**config.mk**
```make
export PLATFORM = sky130hd
export DESIGN_NAME = mmio_uart_tx
export DESIGN_NICKNAME = d
export VERILOG_FILES = /design/src/rtl/mmio_uart_tx.sv
export SDC_FILE = /design/constraint.sdc
export NUM_CORES = 1
export LEC_CHECK = 0
export ABC_AREA = 1
export CAP_MARGIN = 40
export CORE_ASPECT_RATIO = 1.75
export CORE_MARGIN = 2
export CORE_UTILIZATION = 45
export DETAILED_ROUTE_END_ITERATION = 8
export DONT_BUFFER_PORTS = 1
export PLACE_DENSITY = 0.64
export SLEW_MARGIN = 30
export SYNTH_ARGS = -nofsm -noshare
export SYNTH_HDL_FRONTEND = slang
export SYNTH_SLANG_ARGS = --single-unit
```
**constraint.sdc**
```tcl
create_clock -name clk -period 7.2 [get_ports clk]
set_input_delay 2.16 -clock clk [delete_from_list [all_inputs] [get_ports clk]]
set_output_delay 2.16 -clock clk [all_outputs]
set_load 0.005 [all_outputs]
```
**src/rtl/mmio_uart_tx.sv**
```systemverilog
// mmio_uart_tx: memory-mapped 8N1 UART transmitter on the core data-memory port.
//
// Register window (BASE_ADDR, 16 bytes, offset = read_address[3:2]):
//   0x0 TXDATA  W: push write_data[7:0] into the TX FIFO; R: 0
//   0x4 STATUS  R: {level[15:8], overflow[3], empty[2], full[1], in_flight[0]}
//               W: write_data[3]=1 clears the sticky overflow flag
//   0x8 CTRL    R/W: bit0 enable (reset 1), bit1 parity_odd (parity build only)
//   0xC         R: 0, writes ignored
//
// Ports:
//   clk, reset (async, active low)
//   Memwrite, Memread, read_address, write_data : core data-memory request
//   MemData_out : combinational load data, 0 unless (hit && Memread)
//   hit         : read_address falls inside the register window
//   tx          : registered serial output, idles high
//   busy        : frame in flight or FIFO non-empty
//
// Optional feature: define MMIO_UART_TX_PARITY_EN to insert a parity bit
// between the data bits and the stop bit (even parity, inverted by parity_odd).
module mmio_uart_tx #(
  parameter logic [31:0] BASE_ADDR    = 32'h0000_1000,
  parameter int unsigned CLKS_PER_BIT = 16,
  parameter int unsigned FIFO_DEPTH   = 8
) (
  input  logic        clk,
  input  logic        reset,
  input  logic        Memwrite,
  input  logic        Memread,
  input  logic [31:0] read_address,
  input  logic [31:0] write_data,
  output logic [31:0] MemData_out,
  output logic        hit,
  output logic        tx,
  output logic        busy
);

  localparam int unsigned PtrW = $clog2(FIFO_DEPTH);
  localparam int unsigned LvlW = PtrW + 1;
  localparam int unsigned CntW = $clog2(CLKS_PER_BIT);
  localparam logic [CntW-1:0] CntMax  = CntW'(CLKS_PER_BIT - 1);
  localparam logic [LvlW-1:0] LvlFull = LvlW'(FIFO_DEPTH);

`ifdef MMIO_UART_TX_PARITY_EN
  typedef enum logic [2:0] {StIdle, StStart, StData, StParity, StStop} state_e;
`else
  typedef enum logic [2:0] {StIdle, StStart, StData, StStop} state_e;
`endif

  state_e            state_q, state_d;
  logic [CntW-1:0]   cnt_q, cnt_d;
  logic [2:0]        bit_q, bit_d;
  logic [7:0]        data_q, data_d;
  logic              tx_q, tx_d;

  logic [7:0]        mem_q [FIFO_DEPTH];
  logic [PtrW-1:0]   wr_ptr_q, rd_ptr_q;
  logic [LvlW-1:0]   level_q, level_d;
  logic              overflow_q, overflow_d;
  logic              enable_q, enable_d;
  logic              parity_odd_q, parity_odd_d;

  logic [1:0]        offset;
  logic              wr_en, push_req, push, pop;
  logic              fifo_full, fifo_empty, bit_end;
  logic [31:0]       rd_data;
  logic              unused_bits;

  assign unused_bits = ^{read_address[1:0], write_data[31:8]};

  assign hit        = (read_address[31:4] == BASE_ADDR[31:4]);
  assign offset     = read_address[3:2];
  assign wr_en      = hit && Memwrite;
  assign push_req   = wr_en && (offset == 2'd0);
  assign fifo_full  = (level_q == LvlFull);
  assign fifo_empty = (level_q == '0);
  // A store while full is dropped even if a pop frees a slot on the same edge.
  assign push       = push_req && !fifo_full;
  assign bit_end    = (cnt_q == CntMax);

  assign tx   = tx_q;
  assign busy = (state_q != StIdle) || !fifo_empty;

  // Serializer next state; tx_d is the level driven after the coming edge.
  always_comb begin
    state_d = state_q;
    cnt_d   = cnt_q;
    bit_d   = bit_q;
    data_d  = data_q;
    tx_d    = tx_q;
    pop     = 1'b0;
    unique case (state_q)
      StIdle: begin
        if (enable_q && !fifo_empty) begin
          pop     = 1'b1;
          data_d  = mem_q[rd_ptr_q];
          tx_d    = 1'b0;
          cnt_d   = '0;
          state_d = StStart;
        end
      end
      StStart: begin
        if (bit_end) begin
          cnt_d   = '0;
          bit_d   = '0;
          tx_d    = data_q[0];
          state_d = StData;
        end else begin
          cnt_d = cnt_q + CntW'(1);
        end
      end
      StData: begin
        if (bit_end) begin
          cnt_d = '0;
          if (bit_q == 3'd7) begin
`ifdef MMIO_UART_TX_PARITY_EN
            tx_d    = (^data_q) ^ parity_odd_q;
            state_d = StParity;
`else
            tx_d    = 1'b1;
            state_d = StStop;
`endif
          end else begin
            bit_d = bit_q + 3'd1;
            tx_d  = data_q[bit_q + 3'd1];
          end
        end else begin
          cnt_d = cnt_q + CntW'(1);
        end
      end
`ifdef MMIO_UART_TX_PARITY_EN
      StParity: begin
        if (bit_end) begin
          cnt_d   = '0;
          tx_d    = 1'b1;
          state_d = StStop;
        end else begin
          cnt_d = cnt_q + CntW'(1);
        end
      end
`endif
      StStop: begin
        if (bit_end) begin
          cnt_d = '0;
          // Chain straight into the next start bit when more data is queued.
          if (enable_q && !fifo_empty) begin
            pop     = 1'b1;
            data_d  = mem_q[rd_ptr_q];
            tx_d    = 1'b0;
            state_d = StStart;
          end else begin
            tx_d    = 1'b1;
            state_d = StIdle;
          end
        end else begin
          cnt_d = cnt_q + CntW'(1);
        end
      end
      default: begin
        tx_d    = 1'b1;
        state_d = StIdle;
      end
    endcase
  end

  // FIFO level and register-file next state.
  always_comb begin
    level_d = level_q;
    if (push && !pop) begin
      level_d = level_q + LvlW'(1);
    end else if (!push && pop) begin
      level_d = level_q - LvlW'(1);
    end

    overflow_d = overflow_q;
    if (push_req && fifo_full) begin
      overflow_d = 1'b1;
    end else if (wr_en && (offset == 2'd1) && write_data[3]) begin
      overflow_d = 1'b0;
    end

    enable_d     = enable_q;
    parity_odd_d = parity_odd_q;
    if (wr_en && (offset == 2'd2)) begin
      enable_d = write_data[0];
`ifdef MMIO_UART_TX_PARITY_EN
      parity_odd_d = write_data[1];
`endif
    end
  end

  always_ff @(posedge clk or negedge reset) begin
    if (!reset) begin
      state_q      <= StIdle;
      cnt_q        <= '0;
      bit_q        <= '0;
      data_q       <= '0;
      tx_q         <= 1'b1;
      wr_ptr_q     <= '0;
      rd_ptr_q     <= '0;
      level_q      <= '0;
      overflow_q   <= 1'b0;
      enable_q     <= 1'b1;
      parity_odd_q <= 1'b0;
    end else begin
      state_q      <= state_d;
      cnt_q        <= cnt_d;
      bit_q        <= bit_d;
      data_q       <= data_d;
      tx_q         <= tx_d;
      level_q      <= level_d;
      overflow_q   <= overflow_d;
      enable_q     <= enable_d;
      parity_odd_q <= parity_odd_d;
      if (push) wr_ptr_q <= wr_ptr_q + PtrW'(1);
      if (pop)  rd_ptr_q <= rd_ptr_q + PtrW'(1);
    end
  end

  // Storage needs no reset; the level counter qualifies every entry.
  always_ff @(posedge clk) begin
    if (push) mem_q[wr_ptr_q] <= write_data[7:0];
  end

  always_comb begin
    rd_data = '0;
    unique case (offset)
      2'd1: begin
        rd_data[0]    = (state_q != StIdle);
        rd_data[1]    = fifo_full;
        rd_data[2]    = fifo_empty;
        rd_data[3]    = overflow_q;
        rd_data[15:8] = 8'(level_q);
      end
      2'd2: begin
        rd_data[0] = enable_q;
`ifdef MMIO_UART_TX_PARITY_EN
        rd_data[1] = parity_odd_q;
`endif
      end
      default: rd_data = '0;
    endcase
    MemData_out = (hit && Memread) ? rd_data : 32'h0;
  end

endmodule

```
==> results list, run 1 <==
* Leading cell types by total area after synthesis: sky130_fd_sc_hd__edfxtp_1, sky130_fd_sc_hd__dfrtp_1, sky130_fd_sc_hd__nand2_1, sky130_fd_sc_hd__nor2_1, sky130_fd_sc_hd__inv_1
* Worst Setup Start Kind: input port
- Initial antenna violation count: 0
* Status: finished clean
- Aggregate negative setup slack: 0 ps
* Final setup viols: 0
- VDD IR-drop max: 153 uV
- Master cell of the clock root buffer: sky130_fd_sc_hd__clkbuf_16
- Number of max-cap violations: 0
- In this run, synthesis produced a sequential element count of 94.
- Count of standard-cell rows: 50
- Number of buffers created by CTS: 9
- The path with the worst hold slack has its endpoint at overflow_q.
* DR top layer: met4
- At the pin with the least slew margin, the transition time is around 620 ps.
* Critical path fanouts, max: 7
- After synthesis the cells add up to just under 0.005 mm^2.
- The first global-routing pass estimated 14,600 um of wire.
- Data on the critical path is required at its endpoint by slightly above 5000 ps.
- Clock tree synthesis found a total of 94 sinks.
- Clock skew after layout: between 5 and 6 ps
- Fraction of final layout cells sized beyond drive strength 1: 0.0882
- In the finished design, the share of the clock period the worst path needs comes to 0.733.
- The min-delay analysis places its worst path in the category flop to flop.
* Hold path start: overflow_q
* Final min period: 5280 ps
- Data arrives at the worst endpoint at 3120 ps.
- Wire segments on met3 add up to 361 um in the final route.
* Synth Warn #: 0
- The critical path goes through nor2_1 > nand2_1 > nor2_1 > nand2_2 > nor2_8 > nand3_2 > nor2_1.
* Area after detailed placement: 0.00498 mm^2
- Setup repair after global routing missed its margin: no
* Depth of the most critical reg-to-reg path: 14
* Post-DR wirelength/cell: 13.4 um
- The most used flip-flop cell after synthesis is sky130_fd_sc_hd__edfxtp_1.
- Detailed Route WL: 9000 um
* Worst max-slew margin expressed relative to the limit: 0.584
- The detailed router placed 3,364 vias in this run.
- The die covers between 0.01 and 0.015 mm^2.
* Kind of critical path: input port to output pin
- The die is 82.8 um wide.
- The number of endpoints with negative hold slack in the final report was 0.
- Timing-limited maximum frequency: 189 MHz
- Area Growth Syn to Fin: 7.16%
- Fraction of post-synthesis cell area in the top cell type by area: 0.393
* Number of iterations in the first detailed-routing pass: 4
- Yosys top cell by area: sky130_fd_sc_hd__edfxtp_1
* Register-to-register setup slack: 4510 ps
- The share of the Yosys chip area taken by registers is 0.547.
* Worst R2R End: level_q[3]
* Clock edge transition at the registers on the reported setup and hold paths: 60 ps
- Buffers inserted to repair hold after CTS numbered 0.
- For this block, wires on met1 add up to 3390 um.
* Worst-case clock buffer depth: 2
* Cell type of the slowest stage on the worst timing path: sky130_fd_sc_hd__nor2_1
- Mapped Avg Cell Area: 9.20 um^2
- The number of setup buffers added after CTS is 0.
- Total power per unit cell area: 195 mW/mm^2
- For this configuration, the core starts out at a cell density of 0.460.
- Clock network latency to the later pin of the worst-skew pair: 330 ps
* Worst setup EP type: output pin
- Number of flops mapped to enable cells by yosys: 64
* Post-synthesis async set-or-reset flop share: 0.319
* Routability-driven placement congestion ratio: 0.794
- Cell with the most instances after synthesis: sky130_fd_sc_hd__nand2_1
* Number of cells traversed by the worst hold path: 2
- Entering global routing, the biggest net connects 34 pins.
- The repair_antennas step left the layout with diodes totalling 0.
- 103 I/O pins were placed.
- Global routing finished with a remaining overflow of 0.
- The floorplan step set the die height to 142 um.
- The count of nets left with antenna violations once routing finished came out at 0.
- Across every metal layer, demand over resource in global routing totals 0.154.
* Number of nets in the layout: 625
- CP dominant cell by count: sky130_fd_sc_hd__nor2_1
- Cell variety after synth: 36
* CP peak stage delay: 180 ps
- In this run the static leakage power is 2.23 nW.
- After detailed routing, the number of remaining DRC violations is 0.
- Maximum level of the CTS H-tree: 3
- Using the TritonRoute via totals, the vias-per-cell ratio works out to 4.99.
* Final design area excluding fillers: 0.00525 mm^2
- The region available for standard cell placement spans 0.0106 mm^2.
- TritonCTS clock tree: built
* Metal2 WL: just over 5000 um
- DP Wirelength: 6670 um
- Ranking of synthesized cells by instance count: sky130_fd_sc_hd__nand2_1, sky130_fd_sc_hd__nor2_1, sky130_fd_sc_hd__edfxtp_1
* Post-Synthesis Cells: 532
- PostCTS Resize Cnt: 0
- The worst register-to-register path begins at cnt_q[0].
- Number of max-slew violations in the final report: 0
- Via count of the first global-routing pass: 3,294
* Number of buffers inserted by port buffering: 0
- Initial DRC Count: 150
[cell families after synthesis]
group                    synth area share
adder cells (fa/ha/maj)            0.0450
AND/OR/NAND/NOR                     0.206
AO/OA/AOI/OAI                      0.0884
XOR/XNOR                           0.0125
flip-flops                          0.547
other                            0.000766
buffers and inverters               0.101
[metrics by stage]
step / instances / utilization / hold WS [ps] / power [mW] / worst slack [ps]
finish: 674 / 0.493 / 482 / 1.02 / 1920
CTS: 674 / 0.493 / 483 / 1.03 / 1910
global placement: 658 / 0.467 / 461 / 0.607 / 1940
detailed placement: 659 / 0.468 / 469 / 0.607 / 1910
floorplan: 555 / - / 446 / 0.614 / 2080
global route: 674 / 0.493 / 527 / 1.06 / 1810
[sequential cells by signal (all words and copies together) (netlist names), 2 cells and up]
register,cells
bit_q,3
cnt_q,4
data_q,8
level_q,4
mem_q,64
rd_ptr_q,3
state_q,2
wr_ptr_q,3
[critical path, delay by kind of cell]
family        cells  cell delay (ps)
simple gates      7              940
[per-layer routing]
layer,GRT usage,vias to the layer above
li1,-,1720
met1,0.159,1548
met2,0.293,78
met3,0.0313,18
met4,0.0759,0
met5,0,-
[power by group]
group          total [mW]  switching, mW  internal (mW)
Clock               0.426          0.195          0.231
Sequential          0.579       0.000197          0.579
Combinational      0.0174         0.0121        0.00527
Total                1.02          0.207          0.815
[cell usage in the layout (no fill, tap or decap), types with 2 or more instances in the layout]
master,synthesis,layout
sky130_fd_sc_hd__nand2_1,108,108
sky130_fd_sc_hd__nor2_1,75,75
sky130_fd_sc_hd__edfxtp_1,64,64
sky130_fd_sc_hd__inv_1,59,59
sky130_fd_sc_hd__dfrtp_1,28,28
sky130_fd_sc_hd__o21ai_1,25,25
sky130_fd_sc_hd__o21ai_0,24,24
sky130_fd_sc_hd__conb_1,1,24
sky130_fd_sc_hd__nand3_1,17,17
sky130_fd_sc_hd__o22ai_1,16,16
sky130_fd_sc_hd__ha_1,16,16
sky130_fd_sc_hd__clkbuf_16,0,9
sky130_fd_sc_hd__inv_2,8,8
sky130_fd_sc_hd__nand4_1,8,8
sky130_fd_sc_hd__nor3_1,8,8
sky130_fd_sc_hd__a21oi_1,8,8
sky130_fd_sc_hd__buf_4,24,8
sky130_fd_sc_hd__xor2_1,5,5
sky130_fd_sc_hd__nand2_2,4,4
sky130_fd_sc_hd__clkinv_1,2,4
sky130_fd_sc_hd__nor2_2,3,3
sky130_fd_sc_hd__nand3_2,3,3
sky130_fd_sc_hd__o211ai_1,2,2
sky130_fd_sc_hd__xnor2_1,2,2
sky130_fd_sc_hd__inv_6,0,2
sky130_fd_sc_hd__dfstp_2,2,2
[final cells by class]
cell class / count / area (um^2)
clock inverter: 6 / 37.5
inverter: 69 / 259
multi-input combinational: 357 / 1810
sequential: 94 / 2680
fill: 971 / 5390
tap: 130 / 163
timing repair buffer: 9 / 75.1
clock buffer: 9 / 225
[how the worst max path moves through the flow]
stage | from | end | cells past startpoint
6_report | read_address[7] | MemData_out[2] | 7
5_1_grt | read_address[17] | MemData_out[11] | 7
4_1_cts | read_address[7] | MemData_out[2] | 7
3_5_place_dp | read_address[7] | MemData_out[2] | 7
3_3_place_gp | read_address[19] | MemData_out[1] | 7
2_1_floorplan | read_address[19] | MemData_out[1] | 7
Note: power is estimated with default switching activity, not from simulation.
==> run 2: changes to the inputs <==
--- a/config.mk
+++ b/config.mk
@@ -12,7 +12,7 @@
 export CORE_UTILIZATION = 45
 export DETAILED_ROUTE_END_ITERATION = 8
 export DONT_BUFFER_PORTS = 1
-export PLACE_DENSITY = 0.64
+export PLACE_DENSITY = 0.66
 export SLEW_MARGIN = 30
 export SYNTH_ARGS = -nofsm -noshare
 export SYNTH_HDL_FRONTEND = slang
==> constraint.sdc (replaced) <==
create_clock -name clk -period 4.8 [get_ports clk]
set_input_delay 1.44 -clock clk [delete_from_list [all_inputs] [get_ports clk]]
set_output_delay 1.44 -clock clk [all_outputs]
set_load 0.005 [all_outputs]
==> run 2 against run 1 <==
  * Hold slack got worse by 5.6 ps
  * Largest cell class unchanged
  * Clock power increased by 50%
  * Clock skew increased by 3.4 ps
  * Critical path depth unchanged
  * Critical endpoint is now MemData_out[1]
==> results list, run 2 (synthesized netlist as in run 1, its figures left out) <==
* Status: finished clean (unchanged)
- Remaining global-route overflow: 0 (unchanged)
* Arrival time of the worst setup path: 2410 ps (was 3120 ps)
- The cell area after layout came to 0.00526 mm^2 (was 0.00525 mm^2).
- Required time of the critical path: 3360 ps (was 5040 ps)
- Number of nets in the layout: 625 (unchanged)
* Number of max-slew violations in the final report: 0 (unchanged)
- The clock latency on the worst-skew pair is 340 ps (was 330 ps).
* Total design power: 1.53 mW (was 1.02 mW)
- Number of top-level pins: 103 (unchanged)
- The clock transition time at the flip-flop clock pins of the worst setup and hold paths was 60 ps (about the same).
* Number of flip-flops in the largest register: 64 (unchanged)
- The pin count of the biggest net entering global routing was 34 (unchanged).
- Number of buffers created by CTS: 9 (unchanged)
- The leakage power of the design was 2.22 nW (was 2.23 nW).
- The normalized max-slew margin was 0.532 (was 0.584).
- Total Die Area: 0.0118 mm^2 (unchanged)
- Registers with the most flip-flops: mem_q x64, data_q x8 (unchanged)
* Die Height: 142 um (unchanged)
* Final setup viols: 0 (unchanged)
- The via density per instance came to 5.14 (was 4.99).
- The weighted congestion reported at the end of routability-driven placement is 0.792 (was 0.794).
- VDD IR-drop max: 199 uV (was 153 uV)
- The number of optimization iterations in the first detailed-route pass is 4 (unchanged).
- The final design utilization was 0.495 (was 0.493).
- The hold-fix buffer count after cts is 0 (unchanged).
* Master cell of the clock root buffer: sky130_fd_sc_hd__clkbuf_16 (unchanged)
- Leading cell types in the layout, fill and taps excluded: sky130_fd_sc_hd__nand2_1, sky130_fd_sc_hd__nor2_1, sky130_fd_sc_hd__edfxtp_1 (unchanged).
* Worst hold-check slack: 477 ps (was 482 ps)
* Wire length of the first global-routing pass: 16,200 um (was 14,600 um)
- The detailed-route wire length per cell was 14.8 um (was 13.4 um).
- Worst Setup Start Kind: input port (unchanged)
- Number of buffers inserted by port buffering: 0 (unchanged)
- The most common cell after layout, fill and taps aside was sky130_fd_sc_hd__nand2_1 (unchanged).
* TritonCTS clock tree: built (unchanged)
- Initial antenna violation count: 0 (unchanged)
- The global routing usage summed across all routing layers was 0.175 (was 0.154).
- The register name with the most flops is mem_q (unchanged).
* Count of standard-cell rows: 50 (unchanged)
- The power per standard cell area was 292 mW/mm^2 (was 195 mW/mm^2).
* Fraction of final layout cells sized beyond drive strength 1: 0.0936 (was 0.0882)
- Dividing the final minimum period by the clock period gives 0.802.
* DP Worst Slack: 915 ps (was 1910 ps)
- Aggregate negative setup slack: 0 ps (unchanged)
- Clk sinks: 94 (unchanged)
* Area Growth Syn to Fin: 7.46% (was 7.16%)
* Number of max-cap violations: 0 (unchanged)
- Number of vias after detailed routing: 3,472 (was 3,364)
- Total instance count after detailed placement: 658 (was 659)
- Timing-limited maximum frequency: 260 MHz
- The endpoint type of the worst setup path is an output pin (unchanged).
* PostCTS Resize Cnt: 0 (unchanged)
* Worst-case clock buffer depth: 2 (unchanged)
* Setup repair bufs after CTS: 0 (unchanged)
* Final count of hold timing violations: 0 (unchanged)
- Kind of critical path: input port to output pin (unchanged)
- Via count of the first global-routing pass: 3,565 (was 3,294)
* Maximum level of the CTS H-tree: 3 (unchanged)
- The worst path in the final design needs a cycle of 3850 ps, including I/O delays and setup.
- The worst-path maximum fanout came to 7 (unchanged).
* Horizontal die dimension: 82.8 um (unchanged)
- The number of antenna diodes is 0 (unchanged).
- Initial DRC Count: 132 (was 150)
- The number of non-filler instances in the completed layout came to 675 (was 674).
* Clock skew after layout: 8.99 ps (was 5.58 ps)
- DP Wirelength: 7250 um (was 6670 um)
- Setup repair after global routing missed its margin: no (unchanged)
* DRC errors left: 0 (unchanged)
- Number of routed nets with antenna violations: 0 (unchanged)
- Area of the core region: 0.0106 mm^2 (unchanged)
- The slew at the pin closest to its max-slew limit came to 703 ps (was 623 ps).
* Area after detailed placement: 0.00499 mm^2 (was 0.00498 mm^2)
- Detailed Route WL: 9960 um (was 9000 um)
- The worst setup margin came to 952 ps (was 1920 ps).
- Worst min-delay path category: flop to flop (unchanged)
- The initial core utilization is 0.460 (unchanged).
## run 2: worst max-delay path, cell delays in order
cell	delay, ps
sky130_fd_sc_hd__nor2_1	120
sky130_fd_sc_hd__nand2_1	90
sky130_fd_sc_hd__nor2_1	150
sky130_fd_sc_hd__nand2_2	110
sky130_fd_sc_hd__nor2_8	140
sky130_fd_sc_hd__nand3_2	160
sky130_fd_sc_hd__nor3_2	200
## run 2: layout make-up
cell class / count / area (um^2)
flip-flops and latches: 94 / 2680
multi-input cells: 357 / 1830
fillers: 1004 / 5380
inverters: 69 / 259
well taps: 130 / 163
repair buffers: 9 / 71.3
clock buffers: 12 / 236
clock inverters: 4 / 25.0
## run 2: layer usage
metal / GRT usage / up-vias / wire length [um]
met5: 0 / - / 0
met4: 0.0768 / 0 / 200
met3: 0.0389 / 17 / 390
met2: 0.343 / 79 / 5730
met1: 0.173 / 1652 / 3630
li1: - / 1724 / -
## run 2: where the power goes
part           internal [mW]  switching (mW)
clock                  0.350           0.290
sequential             0.868        0.000293
combinational        0.00789          0.0183
total                   1.23           0.308
## run 2: final timing paths
check	startpoint	to	slack, ps	cells past startpoint
max in group asynchronous	reset	tx	3830	0
setup reg to reg	cnt_q[0]	level_q[3]	2070	14
hold / removal	overflow_q	overflow_q	480	2
setup / recovery	read_address[9]	MemData_out[1]	950	7
min in group asynchronous	reset	data_q[5]	790	0
hold reg to reg	overflow_q	overflow_q	480	2
==> run 3: changes to the inputs <==
==> constraint.sdc (replaced) <==
create_clock -name clk -period 3.4 [get_ports clk]
set_input_delay 1.02 -clock clk [delete_from_list [all_inputs] [get_ports clk]]
set_output_delay 1.02 -clock clk [all_outputs]
set_load 0.005 [all_outputs]
==> run 3 against run 2 <==
  * Core utilization barely moved
  * Critical path depth did not move
  * Largest cell class unchanged
  * Critical path type unchanged
  * Cell area about the same
  * Worst setup slack worse by 580 ps
  * Largest power group unchanged
==> results list, run 3 (synthesized netlist as in run 1, its figures left out) <==
- Total design power: 2.21 mW (was 1.53 mW)
* Leading cell types in the layout, fill and taps excluded: sky130_fd_sc_hd__nand2_1, sky130_fd_sc_hd__nor2_1, sky130_fd_sc_hd__edfxtp_1 (unchanged)
* Power dissipated by switching net loads: 435 uW (was 308 uW)
- Worst min-delay path category: input port to asynchronous set/reset pin (was flop to flop)
- The instance count after placement with tap cells included came to 659 (was 658).
- The critical-path cell with the highest stage delay is sky130_fd_sc_hd__nor3_2 (unchanged).
- The first-pass GRT wire length was 15,900 um (was 16,200 um).
* Number of vias per cell: 5.13 (was 5.14)
- Minimum setup slack in the final design: 373 ps (was 952 ps)
* Via count of the first global-routing pass: 3,416 (was 3,565)
* DP Worst Slack: 145 ps (was 915 ps)
- Maximum level of the CTS H-tree: 3 (unchanged)
- The area enclosed by the die boundary was 0.0118 mm^2 (unchanged).
* Number of max-slew violations in the final report: 0 (unchanged)
* VDD IR-drop max: 286 uV (was 199 uV)
- The number of endpoints with negative hold slack in the final report was 0 (unchanged).
- Status: finished clean (unchanged).
- The clock tree from TritonCTS was built (unchanged).
* Critical path, cell by cell: nor2_1 > nand2_1 > nor2_1 > nand2_2 > nor2_8 > nand3_2 > nor3_2 (unchanged)
- CP dominant cell by count: sky130_fd_sc_hd__nor2_1 (unchanged)
- The port buffer count is 0 (unchanged).
- Post-route fraction of the period consumed by the critical path: 0.890
* Depth of the most critical reg-to-reg path: 14 (unchanged)
- The global route total overflow came to 0 (unchanged).
* Number of top-level pins: 103 (unchanged)
- The root buffer selected by CTS is sky130_fd_sc_hd__clkbuf_16 (unchanged).
* Register-to-register setup slack: 720 ps (was 2070 ps)
- Largest register by flop count: mem_q (unchanged)
- Number of flip-flops in the largest register: 64 (unchanged)
* Detailed Route WL: 9820 um (was 9960 um)
- The critical register-to-register path startpoint is cnt_q[0] (unchanged).
- Part of the power in combinational logic: 0.017 (about the same)
* Total internal power: 1.77 mW (was 1.23 mW)
- Sequential share of power: 0.556 (was 0.566)
- The global routing usage summed across all routing layers came to 0.169 (was 0.175).
* Initial Util: 0.460 (unchanged)
- The net count of the finished layout came to 625 (unchanged).
- The CTS buffer count was 9 (unchanged).
- Registers with the most flip-flops: mem_q x64, data_q x8 (unchanged)
* Final design utilization: 0.494 (was 0.495)
- The clock latency on the worst-skew pair was 340 ps (about the same).
- Clock network fraction of design power: 0.427 (was 0.417)
* Antenna diode count: 0 (unchanged)
* Number of iterations in the first detailed-routing pass: 4 (unchanged)
- Setup repair after global routing missed its margin: no (unchanged).
- The number of filler instances in the final layout came to 1,007 (was 1,004).
- The half-perimeter wire length of the detailed placement result is 6960 um (was 7250 um).
* Fraction of final layout cells sized beyond drive strength 1: 0.0881 (was 0.0936)
- The data arrival at the endpoint of the critical path came to 2010 ps (was 2410 ps).
- The routed design could run at a clock period as short as 3030 ps.
* Horizontal die dimension: 82.8 um (unchanged)
- CP peak stage delay: 180 ps (was 200 ps)
* Area of the core region: 0.0106 mm^2 (unchanged)
* Initial DRC Count: 170 (was 132)
- Total power per unit cell area: 420 mW/mm^2 (was 292 mW/mm^2)
- Capturing instance or port of the critical path: MemData_out[1] (unchanged)
- The buffer count from post-CTS setup fixing was 0 (unchanged).
- Aggregate negative setup slack: 0 ps (unchanged)
- The detailed-route wire length per cell came to 14.5 um (was 14.8 um).
- Critical Path Source: read_address[9] (unchanged)
* DRC errors left: 0 (unchanged)
- Count of standard-cell rows: 50 (unchanged)
- The final-report setup violation count came to 0 (unchanged).
- The clock skew came to 9.98 ps (was 8.99 ps).
- The vertical extent of the die came to 142 um (unchanged).
* Post-Layout Cell Count: 675 (unchanged)
- The slew at the pin closest to its max-slew limit is 654 ps (was 703 ps).
- Initial antenna violation count: 0 (unchanged)
- The endpoint type of the worst setup path was an output pin (unchanged).
- The weighted congestion reported at the end of routability-driven placement came to 0.770 (was 0.792).
* Clock edge transition at the registers on the reported setup and hold paths: 70 ps (was 60 ps)
- Worst-case clock buffer depth: 2 (unchanged)
- The max-cap check violation count is 0 (unchanged).
- Count of hold-fix buffers inserted at cts: 0 (unchanged)
- Worst R2R End: level_q[3] (unchanged)
- The worst-path maximum fanout is 7 (unchanged).
* Worst max-slew margin expressed relative to the limit: 0.564 (was 0.532)
- The total number of vias came to 3,462 (was 3,472).
- The area growth from synthesis to layout came to 7.36% (was 7.46%).
- The leakage power of the design is 2.23 nW (was 2.22 nW).
* Kind of critical path: input port to output pin (unchanged)
- Clk sinks: 94 (unchanged)
- Required time of the critical path: 2380 ps (was 3360 ps)
- PostCTS Resize Cnt: 0 (unchanged)
- The most common cell after layout, fill and taps aside is sky130_fd_sc_hd__nand2_1 (unchanged).
* Largest net degree at the start of global routing: 35 (was 34)
- Fraction of power spent switching nets: 0.197 (was 0.201)
- The number of nets with antenna violations after routing came to 0 (unchanged).
* Worst Setup Start Kind: input port (unchanged)
- Timing would allow up to 330 MHz.
## run 3: power groups by stage
| stage | logic [mW] | clock network [mW] | registers [mW] |
|---|---|---|---|
| final | 0.0375 | 0.943 | 1.23 |
| after global routing | 0.0437 | 1.01 | 1.23 |
| after CTS | 0.0370 | 0.957 | 1.23 |
| after detailed placement | 0.0370 | 0 | 1.25 |
| after global placement | 0.0355 | 0 | 1.25 |
| after floorplan | 0.0514 | 0 | 1.25 |
## run 3: final cells by class
cell class / instances / area [um^2] / share of cell area
Clock buffer: 13 / 260 / 0.0495
Clock inverter: 3 / 20.0 / 0.00381
Inverter: 69 / 259 / 0.0493
Multi-Input combinational cell: 357 / 1810 / 0.345
Sequential cell: 94 / 2680 / 0.509
Tap cell: 130 / 163 / 0.0310
Timing Repair Buffer: 9 / 67.6 / 0.0129
## run 3: how the worst min path moves through the flow
stage                          start          end  cells after the start
after detailed placement  overflow_q   overflow_q                      2
after floorplan           overflow_q   overflow_q                      2
after global placement    overflow_q   overflow_q                      2
final                          reset  rd_ptr_q[1]                      0
after CTS                      reset   level_q[0]                      0
after global routing           reset    data_q[6]                      0
## run 3: worst max-delay path, delay by kind of cell
| kind | cells | cell delay [ps] |
|---|---|---|
| and+or+nand+nor | 7 | 970 |
## run 3: through the flow
step           hold slack [ps]  instance area (um^2)
2_1_floorplan              446                  4980
3_3_place_gp               459                  4970
3_5_place_dp               467                  4970
4_1_cts                    363                  5260
5_1_grt                    358                  5260
6_report                   372                  5260
## run 3: layer usage
layer,up-vias,GRT usage,share of wire
met5,-,0,0
met3,9,0.0278,0.035
met1,1646,0.174,0.38
li1,1726,-,-
met2,81,0.337,0.58
met4,0,0.0630,0.011
